==> src/rtl/pe_feed_scheduler_if.sv <==
// Handshake bundle between the PE feed scheduler and its command, source, PE and result neighbours.
// The master modport is the scheduler's view and the slave modport is the environment's view.
interface pe_feed_scheduler_if #(
  parameter int DataInWidth  = 8,
  parameter int DataOutWidth = 16
);
  logic                    cmd_valid;
  logic                    cmd_rdy;
  logic [7:0]              cmd_len;
  logic [DataInWidth-1:0]  cmd_bias;

  logic                    src_w_valid;
  logic                    src_w_rdy;
  logic [DataInWidth-1:0]  src_w_data;
  logic                    src_i_valid;
  logic                    src_i_rdy;
  logic [DataInWidth-1:0]  src_i_data;

  logic                    pe_w_valid;
  logic                    pe_w_rdy;
  logic [DataInWidth-1:0]  pe_w_data;
  logic                    pe_i_valid;
  logic                    pe_i_rdy;
  logic [DataInWidth-1:0]  pe_i_data;
  logic                    pe_o_nop;
  logic                    pe_o_rdy;
  logic [DataInWidth-1:0]  pe_o_data;

  logic                    pe_nop_out;
  logic [DataOutWidth-1:0] pe_data_out;

  logic                    res_valid;
  logic                    res_rdy;
  logic [DataOutWidth-1:0] res_data;
  logic                    busy;
  logic                    err;

  modport master (
    input  cmd_valid, cmd_len, cmd_bias,
    output cmd_rdy,
    input  src_w_valid, src_w_data, src_i_valid, src_i_data,
    output src_w_rdy, src_i_rdy,
    output pe_w_valid, pe_w_data, pe_i_valid, pe_i_data, pe_o_nop, pe_o_data,
    input  pe_w_rdy, pe_i_rdy, pe_o_rdy,
    input  pe_nop_out, pe_data_out,
    output res_valid, res_data, busy, err,
    input  res_rdy
  );

  modport slave (
    output cmd_valid, cmd_len, cmd_bias,
    input  cmd_rdy,
    output src_w_valid, src_w_data, src_i_valid, src_i_data,
    input  src_w_rdy, src_i_rdy,
    input  pe_w_valid, pe_w_data, pe_i_valid, pe_i_data, pe_o_nop, pe_o_data,
    output pe_w_rdy, pe_i_rdy, pe_o_rdy,
    output pe_nop_out, pe_data_out,
    input  res_valid, res_data, busy, err,
    output res_rdy
  );
endinterface

==> src/rtl/pe_feed_scheduler.sv <==
// Feeds K weight/input/partial-sum triples to a PE, bounds in-flight work per channel,
// and accumulates the K returned MAC results into one job result.
module pe_feed_scheduler #(
  parameter int DataInWidth    = 8,
  parameter int DataOutWidth   = 16,
  parameter int MaxOutstanding = 4
) (
  input  logic clk,
  input  logic rst_n,
  pe_feed_scheduler_if.master bus
);
  typedef enum logic [1:0] {IDLE, RUN, DONE} stateT;

  localparam logic [8:0] OutLimit = 9'(MaxOutstanding);

  stateT                   state, nextState;
  logic [7:0]              jobLen, wCnt, iCnt, oCnt, rCnt;
  logic [DataInWidth-1:0]  bias;
  logic [DataOutWidth-1:0] acc;
  logic                    errFlag;
  logic                    gateW, gateI, gateO;
  logic                    wFire, iFire, oFire, peResult, retire;

  function automatic logic underLimit(input logic [7:0] issued, input logic [7:0] retired);
    return {1'b0, 8'(issued - retired)} < OutLimit;
  endfunction

  function automatic logic [7:0] min3(input logic [7:0] a, input logic [7:0] b, input logic [7:0] c);
    logic [7:0] m;
    m = (a < b) ? a : b;
    return (c < m) ? c : m;
  endfunction

  assign gateW = (state == RUN) && (wCnt < jobLen) && underLimit(wCnt, rCnt);
  assign gateI = (state == RUN) && (iCnt < jobLen) && underLimit(iCnt, rCnt);
  assign gateO = (state == RUN) && (oCnt < jobLen) && underLimit(oCnt, rCnt);

  // W and I are pure pass-through; the gates only open or close the path.
  assign bus.pe_w_valid = bus.src_w_valid & gateW;
  assign bus.src_w_rdy  = bus.pe_w_rdy & gateW;
  assign bus.pe_w_data  = bus.src_w_data;
  assign bus.pe_i_valid = bus.src_i_valid & gateI;
  assign bus.src_i_rdy  = bus.pe_i_rdy & gateI;
  assign bus.pe_i_data  = bus.src_i_data;
  assign bus.pe_o_nop   = gateO;
  assign bus.pe_o_data  = (oCnt == 8'd0) ? bias : '0;

  assign wFire = bus.src_w_valid & bus.pe_w_rdy & gateW;
  assign iFire = bus.src_i_valid & bus.pe_i_rdy & gateI;
  assign oFire = gateO & bus.pe_o_rdy;

  // A result is only legal in RUN for an element whose three operands were all issued.
  assign peResult = ~bus.pe_nop_out;
  assign retire   = peResult && (state == RUN) && (rCnt < jobLen) &&
                    (rCnt < min3(wCnt, iCnt, oCnt));

  assign bus.res_data = acc;
  assign bus.err      = errFlag;

  // NOTE: registers use non-blocking assignments so every flop samples pre-edge values.
  always_ff @(posedge clk or negedge rst_n) begin
    if (!rst_n) state <= IDLE;
    else        state <= nextState;
  end

  always_comb begin
    // NOTE: defaults first so no path leaves a signal unassigned and infers a latch.
    nextState     = state;
    bus.cmd_rdy   = 1'b0;
    bus.res_valid = 1'b0;
    bus.busy      = 1'b1;
    case (state)
      IDLE: begin
        bus.cmd_rdy = 1'b1;
        bus.busy    = 1'b0;
        if (bus.cmd_valid) nextState = (bus.cmd_len == 8'd0) ? DONE : RUN;
      end
      RUN: begin
        if (retire && (rCnt + 8'd1 == jobLen)) nextState = DONE;
      end
      DONE: begin
        bus.res_valid = 1'b1;
        if (bus.res_rdy) nextState = IDLE;
      end
      default: nextState = IDLE;
    endcase
  end

  always_ff @(posedge clk or negedge rst_n) begin
    if (!rst_n) begin
      jobLen  <= '0;
      bias    <= '0;
      wCnt    <= '0;
      iCnt    <= '0;
      oCnt    <= '0;
      rCnt    <= '0;
      acc     <= '0;
      errFlag <= 1'b0;
    end else begin
      if (state == IDLE && bus.cmd_valid) begin
        jobLen <= bus.cmd_len;
        bias   <= bus.cmd_bias;
        wCnt   <= '0;
        iCnt   <= '0;
        oCnt   <= '0;
        rCnt   <= '0;
        acc    <= '0;
      end else begin
        if (wFire) wCnt <= wCnt + 8'd1;
        if (iFire) iCnt <= iCnt + 8'd1;
        if (oFire) oCnt <= oCnt + 8'd1;
        if (retire) begin
          rCnt <= rCnt + 8'd1;
          acc  <= acc + bus.pe_data_out;
        end
      end
      if (peResult && !retire) errFlag <= 1'b1;
    end
  end
endmodule

==> src/flat_wrapper.sv <==
// flat-port wrapper written by rule: the top's interface ports become plain ports
module pe_feed_scheduler_flat 
#(
  parameter int DataInWidth    = 8,
  parameter int DataOutWidth   = 16,
  parameter int MaxOutstanding = 4
)
  (clk, rst_n, bus_cmd_valid, bus_cmd_len, bus_cmd_bias, bus_cmd_rdy, bus_src_w_valid, bus_src_w_data, bus_src_i_valid, bus_src_i_data, bus_src_w_rdy, bus_src_i_rdy, bus_pe_w_valid, bus_pe_w_data, bus_pe_i_valid, bus_pe_i_data, bus_pe_o_nop, bus_pe_o_data, bus_pe_w_rdy, bus_pe_i_rdy, bus_pe_o_rdy, bus_pe_nop_out, bus_pe_data_out, bus_res_valid, bus_res_data, bus_busy, bus_err, bus_res_rdy);
  pe_feed_scheduler_if #(.DataInWidth(DataInWidth), .DataOutWidth(DataOutWidth)) bus_i ();
  input  logic clk;
  input  logic rst_n;
  input wire logic [$bits(bus_i.cmd_valid)-1:0] bus_cmd_valid;
  input wire logic [$bits(bus_i.cmd_len)-1:0] bus_cmd_len;
  input wire logic [$bits(bus_i.cmd_bias)-1:0] bus_cmd_bias;
  output wire logic [$bits(bus_i.cmd_rdy)-1:0] bus_cmd_rdy;
  input wire logic [$bits(bus_i.src_w_valid)-1:0] bus_src_w_valid;
  input wire logic [$bits(bus_i.src_w_data)-1:0] bus_src_w_data;
  input wire logic [$bits(bus_i.src_i_valid)-1:0] bus_src_i_valid;
  input wire logic [$bits(bus_i.src_i_data)-1:0] bus_src_i_data;
  output wire logic [$bits(bus_i.src_w_rdy)-1:0] bus_src_w_rdy;
  output wire logic [$bits(bus_i.src_i_rdy)-1:0] bus_src_i_rdy;
  output wire logic [$bits(bus_i.pe_w_valid)-1:0] bus_pe_w_valid;
  output wire logic [$bits(bus_i.pe_w_data)-1:0] bus_pe_w_data;
  output wire logic [$bits(bus_i.pe_i_valid)-1:0] bus_pe_i_valid;
  output wire logic [$bits(bus_i.pe_i_data)-1:0] bus_pe_i_data;
  output wire logic [$bits(bus_i.pe_o_nop)-1:0] bus_pe_o_nop;
  output wire logic [$bits(bus_i.pe_o_data)-1:0] bus_pe_o_data;
  input wire logic [$bits(bus_i.pe_w_rdy)-1:0] bus_pe_w_rdy;
  input wire logic [$bits(bus_i.pe_i_rdy)-1:0] bus_pe_i_rdy;
  input wire logic [$bits(bus_i.pe_o_rdy)-1:0] bus_pe_o_rdy;
  input wire logic [$bits(bus_i.pe_nop_out)-1:0] bus_pe_nop_out;
  input wire logic [$bits(bus_i.pe_data_out)-1:0] bus_pe_data_out;
  output wire logic [$bits(bus_i.res_valid)-1:0] bus_res_valid;
  output wire logic [$bits(bus_i.res_data)-1:0] bus_res_data;
  output wire logic [$bits(bus_i.busy)-1:0] bus_busy;
  output wire logic [$bits(bus_i.err)-1:0] bus_err;
  input wire logic [$bits(bus_i.res_rdy)-1:0] bus_res_rdy;
  assign bus_i.cmd_valid = bus_cmd_valid;
  assign bus_i.cmd_len = bus_cmd_len;
  assign bus_i.cmd_bias = bus_cmd_bias;
  assign bus_cmd_rdy = bus_i.cmd_rdy;
  assign bus_i.src_w_valid = bus_src_w_valid;
  assign bus_i.src_w_data = bus_src_w_data;
  assign bus_i.src_i_valid = bus_src_i_valid;
  assign bus_i.src_i_data = bus_src_i_data;
  assign bus_src_w_rdy = bus_i.src_w_rdy;
  assign bus_src_i_rdy = bus_i.src_i_rdy;
  assign bus_pe_w_valid = bus_i.pe_w_valid;
  assign bus_pe_w_data = bus_i.pe_w_data;
  assign bus_pe_i_valid = bus_i.pe_i_valid;
  assign bus_pe_i_data = bus_i.pe_i_data;
  assign bus_pe_o_nop = bus_i.pe_o_nop;
  assign bus_pe_o_data = bus_i.pe_o_data;
  assign bus_i.pe_w_rdy = bus_pe_w_rdy;
  assign bus_i.pe_i_rdy = bus_pe_i_rdy;
  assign bus_i.pe_o_rdy = bus_pe_o_rdy;
  assign bus_i.pe_nop_out = bus_pe_nop_out;
  assign bus_i.pe_data_out = bus_pe_data_out;
  assign bus_res_valid = bus_i.res_valid;
  assign bus_res_data = bus_i.res_data;
  assign bus_busy = bus_i.busy;
  assign bus_err = bus_i.err;
  assign bus_i.res_rdy = bus_res_rdy;
  pe_feed_scheduler #(.DataInWidth(DataInWidth), .DataOutWidth(DataOutWidth), .MaxOutstanding(MaxOutstanding)) u_core (.clk(clk), .rst_n(rst_n), .bus(bus_i));
endmodule
==> config.mk <==
export PLATFORM = sky130hd
export DESIGN_NAME = pe_feed_scheduler_flat
export DESIGN_NICKNAME = d
export VERILOG_FILES = /design/src/rtl/pe_feed_scheduler_if.sv /design/src/rtl/pe_feed_scheduler.sv /design/src/flat_wrapper.sv
export SDC_FILE = /design/constraint.sdc
export NUM_CORES = 1
export LEC_CHECK = 0
export ABC_AREA = 1
export BUFFER_PORTS_ARGS = -buffer_cell sky130_fd_sc_hd__buf_2
export CAP_MARGIN = 20
export CORE_UTILIZATION = 59
export CTS_BUF_LIST = sky130_fd_sc_hd__clkbuf_8
export CTS_CLUSTER_SIZE = 16
export DETAILED_ROUTE_END_ITERATION = 12
export PLACE_DENSITY = 0.82
export SYNTH_ARGS = -nofsm -noshare
export SYNTH_HDL_FRONTEND = slang
export SYNTH_SLANG_ARGS = --single-unit
==> constraint.sdc <==
create_clock -name clk -period 5.3 [get_ports clk]
set_input_delay 0.265 -clock clk [delete_from_list [all_inputs] [get_ports clk]]
set_output_delay 0.265 -clock clk [all_outputs]
set_load 0.05 [all_outputs]
# Yosys cells after proc, flatten, opt, wreduce, memory -nomap -nowiden
# Cells that the tools add are included.
# classes
n_addsub	8
order_cmp	10
n_eq_ne	6
muxes	21
bitwise_logic	10
n_reduce_logical	21
# op_table
cell	count
$mux 8	11
$lt 8x8->1	7
$add 8x1->8 const B	4
$mux 16	2
$lt 8x3->1 const B	3
$sub 8x8->8	3
$add 16x16->16	1
$logic_not 8->1	2
$logic_and 1x1->1	12
$and 1x1->1	9
$eq 8x8->1	1
$mux 2	4
$reduce_bool 2->1	4
$ne 2x2->1 const B	3
$pmux 2 s3	1
$mux 1	3
$reduce_and 3->1	1
$eq 2x1->1 const B	1
$eq 2x2->1 const B	1
$logic_not 2->1	1
$logic_not 1->1	1
$not 1->1	1
# totals
reg_bits	67
output_inout_bits	49

# Depth between registers and ports, before layout
# depth
depth_word	9
depth_mapped	30
ltp_nobuf	29

# Worst setup path after synthesis
# Ideal clock, no wire load.
# synth_path
path_kind	register to register
from	register u_core.iCnt[3]
to	register u_core.acc[14], in the netlist u_core.bus.res_data[14]
setup_time_ns	0.121
arrival_time_ns	4.054
required_ns	5.179
setup_slack_ns	1.125
stages_incl_launch_ff	28
path_buffers	3
synth_period_minus_slack_ns	4.175
cell_sequence	dfrtp_1 > inv_1 > ha_1 > nand2_1 > inv_1 > nand2_1 > nand2_1 > nand2_2 > nand2_2 > clkbuf_1 > nand2_1 > o21ai_0 > ha_1 > a21oi_1 > nor2_1 > a211oi_1 > nand2_2 > clkbuf_1 > nand2_1 > o21ai_0 > ha_1 > a221oi_1 > o211ai_1 > a31oi_1 > nand2_4 > buf_6 > nand3_1 > o21ai_2
# synth_between
elab_chain_len	7
# synth_lines
element	line_no	rtl
start: declaration	pe_feed_scheduler.sv:17	logic [7:0] jobLen, wCnt, iCnt, oCnt, rCnt;
start signal: assignment	pe_feed_scheduler.sv:110	if (iFire) iCnt <= iCnt + 8'd1;
$lt 8x8->1	pe_feed_scheduler.sv:30	m = (a < b) ? a : b;
$mux 8 (*)	pe_feed_scheduler.sv:30	
$lt 8x8->1	pe_feed_scheduler.sv:31	return (c < m) ? c : m;
$mux 8 (*)	pe_feed_scheduler.sv:31	
$lt 8x8->1 (*)	pe_feed_scheduler.sv:55	(rCnt < min3(wCnt, iCnt, oCnt));
$logic_and 1x1->1 (*)	pe_feed_scheduler.sv:54	assign retire = peResult && (state == RUN) && (rCnt < jobLen) &&
$reduce_bool 2->1 (no line) (*)	--	
end signal: assignment	pe_feed_scheduler.sv:114	acc <= acc + bus.pe_data_out;
end: declaration	pe_feed_scheduler.sv:19	logic [DataOutWidth-1:0] acc;
# Every way passes the cells marked *; elsewhere a longest branch is shown, timed or not.
# A chain may end at the register's enable or synchronous reset.

# Worst setup path in the final report
# layout_path
from	register u_core.iCnt[3]
to	register u_core.rCnt[0]
# layout_between
elab_chain_len	7
# layout_lines
element	line_no	rtl
$lt 8x8->1	pe_feed_scheduler.sv:30	
$mux 8 (*)	pe_feed_scheduler.sv:30	
$lt 8x8->1	pe_feed_scheduler.sv:31	
$mux 8 (*)	pe_feed_scheduler.sv:31	
$lt 8x8->1 (*)	pe_feed_scheduler.sv:55	
$logic_and 1x1->1 (*)	pe_feed_scheduler.sv:54	
$reduce_bool 2->1 (no line) (*)	--	
end signal: assignment	pe_feed_scheduler.sv:113	rCnt <= rCnt + 8'd1;
end: declaration	pe_feed_scheduler.sv:17	
# Marked as above.

==> results by group <==
Synth
  – Post-synthesis cell type count: 52
  – Xor/xnor share of the synthesized area: 5.31%
  – Area contributors post-synth: dfrtp_1 (27%), ha_1 (18%), nand2_1 (8.4%)
  – #FFs+latches synth: 67
  – Post-synth top flop: dfrtp_1
  – YS warnings: 0
  – Sequential-to-total area share from yosys stat: 26.7%
  – Top cell type by total area after synthesis: dfrtp_1
  – Post-Synth Adder-Cell Area: 17.9%
  – Largest family of logic cells by synthesized area: simple AND/OR/NAND/NOR gates
  – Ys async rst share: 100%
  – Syn avg cell area: 7.80 um^2
  – Simple logic cell fraction of the synthesized area: 23.0%
  – Post-synthesis mux area share: 0%
  – Synthesized instance count: 804
  – Post-synth top area share: 26.7%
  – Number of flops mapped to enable cells by yosys: 0
  – Synth Net Count: 951
  – Synth Area in Compound Gates: 17.2%
  – Mapped Area: 0.00627 mm^2

Floorplan
  – Full die area: 0.0110 mm^2
  – Std cell rows: 37
  – Chip height: 105 um
  – Die width: 105 um
  – Starting Density: 60.7%
  – Core ar.: 0.0103 mm^2
  – Boundary Pins: 107

Clocking
  – Clk slew on worst S/H paths: 0.08 ns
  – Clock buffer depth: 2
  – Clock sink total: 67
  – CTS Buf Count: 9
  – H-tree depth: 3
  – Hold buffers post-CTS: 0
  – Post_cts resized: 0
  – Setup bufs post-CTS: 0
  – CTS root buf: clkbuf_8
  – Clk_lat worst skew: 0.36 ns
  – CTS tree: built

Setup path
  – CP max stage cell: dfrtp_1
  – Crit start category: flip-flop
  – CP required: 5.53 ns
  – Crit-path max cell delay: 0.44 ns
  – Crit end category: flip-flop
  – CP cell instances: inv_1 -> ha_1 -> a21oi_1 -> nand2_1 -> nand2_2 -> nand2_2 -> o21ai_0 -> ha_1 -> a21oi_1 -> nor2_1 -> a211oi_1 -> nand2_2 -> nand2_1 -> o21ai_0 -> ha_1 -> a221oi_1 -> o211ai_1 -> a31oi_1 -> nand2_4 -> nand2_4 -> o21ai_0
  – Worst Path Arrival: 4.94 ns
  – Worst Path Max Fanout: 37
  – Critical path class: reg2reg

Outcome
  – Status: finished, final reports clean

Final layout
  – Final-stage net count: 1011
  – Post-route insts no fill: 1004
  – Share of layout cells above drive strength 1: 18.8%
  – Area delta synth->final: 9.56%
  – # diodes: 0

Power
  – Pint: 1720 uW
  – Peak supply drop: 0.418 mV
  – Power share of the combinational group: 65.9%
  – Sw Pwr: 2010 uW
  – Power per cell area: 542 mW/mm^2
  – Lkg Pwr: 0.00360 uW
  – Sequential Power Share: 20.8%
  – Sw Share: 53.8%
  – Clock power share: 13.3%

Timing
  – Minimum clock period: 4.71 ns
  – Max-slew headroom: 42.8%
  – Highest clock rate: 212 MHz
  – Worst slew pin tran: 0.858 ns
  – Final setup violation count: 0
  – Final period util: 88.8%
  – Final clock skew: 0.00981 ns
  – Slew Viols, Final: 0
  – Hold Fails Final Rpt: 0
  – Setup TNS: 0 ns
  – Hold WS: 0.0900 ns
  – Unrepaired setup endpoints after global routing: no

GRT
  – Largest net degree at the start of global routing: 68
  – Gr ovfl total: 0
  – Number of global-route vias before repair: 5289
  – Initial antenna violation count: 0
  – Global-route wire length before repair: 24.6 mm
  – Global Route Usage Sum: 28.2%

Place
  – Placed cells: 989
  – I/O Buffers: 74
  – Hpwl dp: 11.0 mm
  – GPL Wtd Cong: 0.942

Flow run
  – Max-cap check violation count: 0

Route
  – WL final: 14.9 mm
  – Routed wire length per instance: 14.9 um
  – Via density: 5.64
  – Remaining DRCs: 0
  – Antenna-violating nets left: 0
  – 1st-iter DRT viols: 411
  – First-pass detailed-route iteration total: 7
  – Via count: 5662

Hold path
  – Hold/Removal Path Class: in2async
[power groups by stage]
stage	clock (uW)	combinational [uW]	sequential, uW
after floorplan	0	1840	911
after global placement	0	2370	777
after detailed placement	0	2410	782
after CTS	500	2430	773
after global routing	520	2720	793
final	496	2460	775
[per-layer routing]
| layer | global-route usage (%) | share of wire [%] | up-vias |
|---|---|---|---|
| met1 | 37.2 | 45 | 2590 |
| li1 | - | - | 2815 |
| met2 | 46.4 | 46 | 204 |
| met5 | 0 | 0 | - |
| met3 | 2.81 | 5.3 | 53 |
| met4 | 13.9 | 3.4 | 0 |
[metrics by stage]
stage               setup WS [ns]  power (uW)  area [um^2]  util [%]
finish                      0.591        3730         6870      66.5
global route                0.199        4030         6870      66.5
CTS                         0.678        3710         6870      66.5
detailed placement          0.744        3190         6650      64.4
global placement            0.842        3140         6650      64.4
floorplan                    1.13        2750         6270         -
[state kept, by name, indices dropped and copies added (netlist names)]
register,cells
u_core.bias,8
u_core.bus.err,1
u_core.bus.res_data,16
u_core.iCnt,8
u_core.jobLen,8
u_core.oCnt,8
u_core.rCnt,8
u_core.state,2
u_core.wCnt,8
[path summary, 6_finish.rpt]
path / startpoint / slack, ns / depth (start not counted) / end
setup / recovery: u_core.iCnt[3] / 0.59 / 21 / u_core.rCnt[0]
hold / removal: rst_n / 0.09 / 2 / u_core.bus.res_data[4]
setup reg to reg: u_core.iCnt[3] / 0.59 / 21 / u_core.rCnt[0]
hold reg to reg: u_core.bus.err / 0.48 / 1 / u_core.bus.err
max in group asynchronous: rst_n / 4.64 / 2 / u_core.jobLen[1]
min in group clk: bus_cmd_bias[2] / 0.12 / 3 / u_core.bias[2]
[synthesized netlist by cell type, types with 7 or more instances]
library cell / instances
o211ai_1: 7
o21ai_2: 8
nand2_2: 20
nand2_1: 141
nand4_1: 12
xnor2_1: 10
clkbuf_1: 7
o21ai_1: 7
nor2_1: 42
xor2_1: 28
dfrtp_1: 67
o22ai_2: 7
ha_1: 88
a21oi_1: 42
o21bai_1: 7
buf_4: 16
nor3_1: 9
nand3_1: 42
o21ai_0: 62
inv_1: 109
[cell families after synthesis]
family	after synthesis
AO/OA/AOI/OAI	169
flip-flops	67
XOR/XNOR	38
adder cells (fa/ha/maj)	89
buffers and inverters	142
AND/OR/NAND/NOR	299
[area by class of cell]
cell class	instances	area, um^2
Clock inverter	5	85.1
Inverter	114	428
Timing Repair Buffer	77	393
Multi-Input combinational cell	595	3980
Tap cell	136	170
Fill cell	878	3450
Sequential cell	67	1680
Clock buffer	10	138
[cells in the final DEF (no fill, tap or decap), types with 3 or more instances in the layout]
cell / synthesis / layout
nand4_1: 12 / 12
a21oi_1: 42 / 42
nor4_2: 6 / 6
o211ai_1: 7 / 7
clkbuf_8: 0 / 10
nor2_2: 6 / 7
o21ai_2: 8 / 8
dfrtp_1: 67 / 67
nor2_1: 42 / 41
a211oi_1: 5 / 5
nand3_1: 42 / 42
o21bai_1: 7 / 7
inv_2: 5 / 5
nand2_1: 141 / 141
nor3_1: 9 / 9
a21o_1: 3 / 3
inv_1: 109 / 109
ha_1: 88 / 88
xnor2_1: 10 / 10
a21boi_0: 3 / 3
buf_2: 1 / 74
a21oi_2: 4 / 4
o21ai_0: 62 / 62
o22ai_2: 7 / 7
xor2_1: 28 / 28
nor4_1: 6 / 6
nand2_2: 20 / 20
o21ai_1: 7 / 7
buf_4: 16 / 3
[worst max-delay path, delay by kind of cell, from the launching register on]
family / cells / cell delay (ns)
fa+ha+maj: 3 / 0.94
compound gates: 9 / 1.73
flops: 1 / 0.44
buf+inv: 1 / 0.14
simple gates: 8 / 1.30
Power figures use the tool's default switching activity.
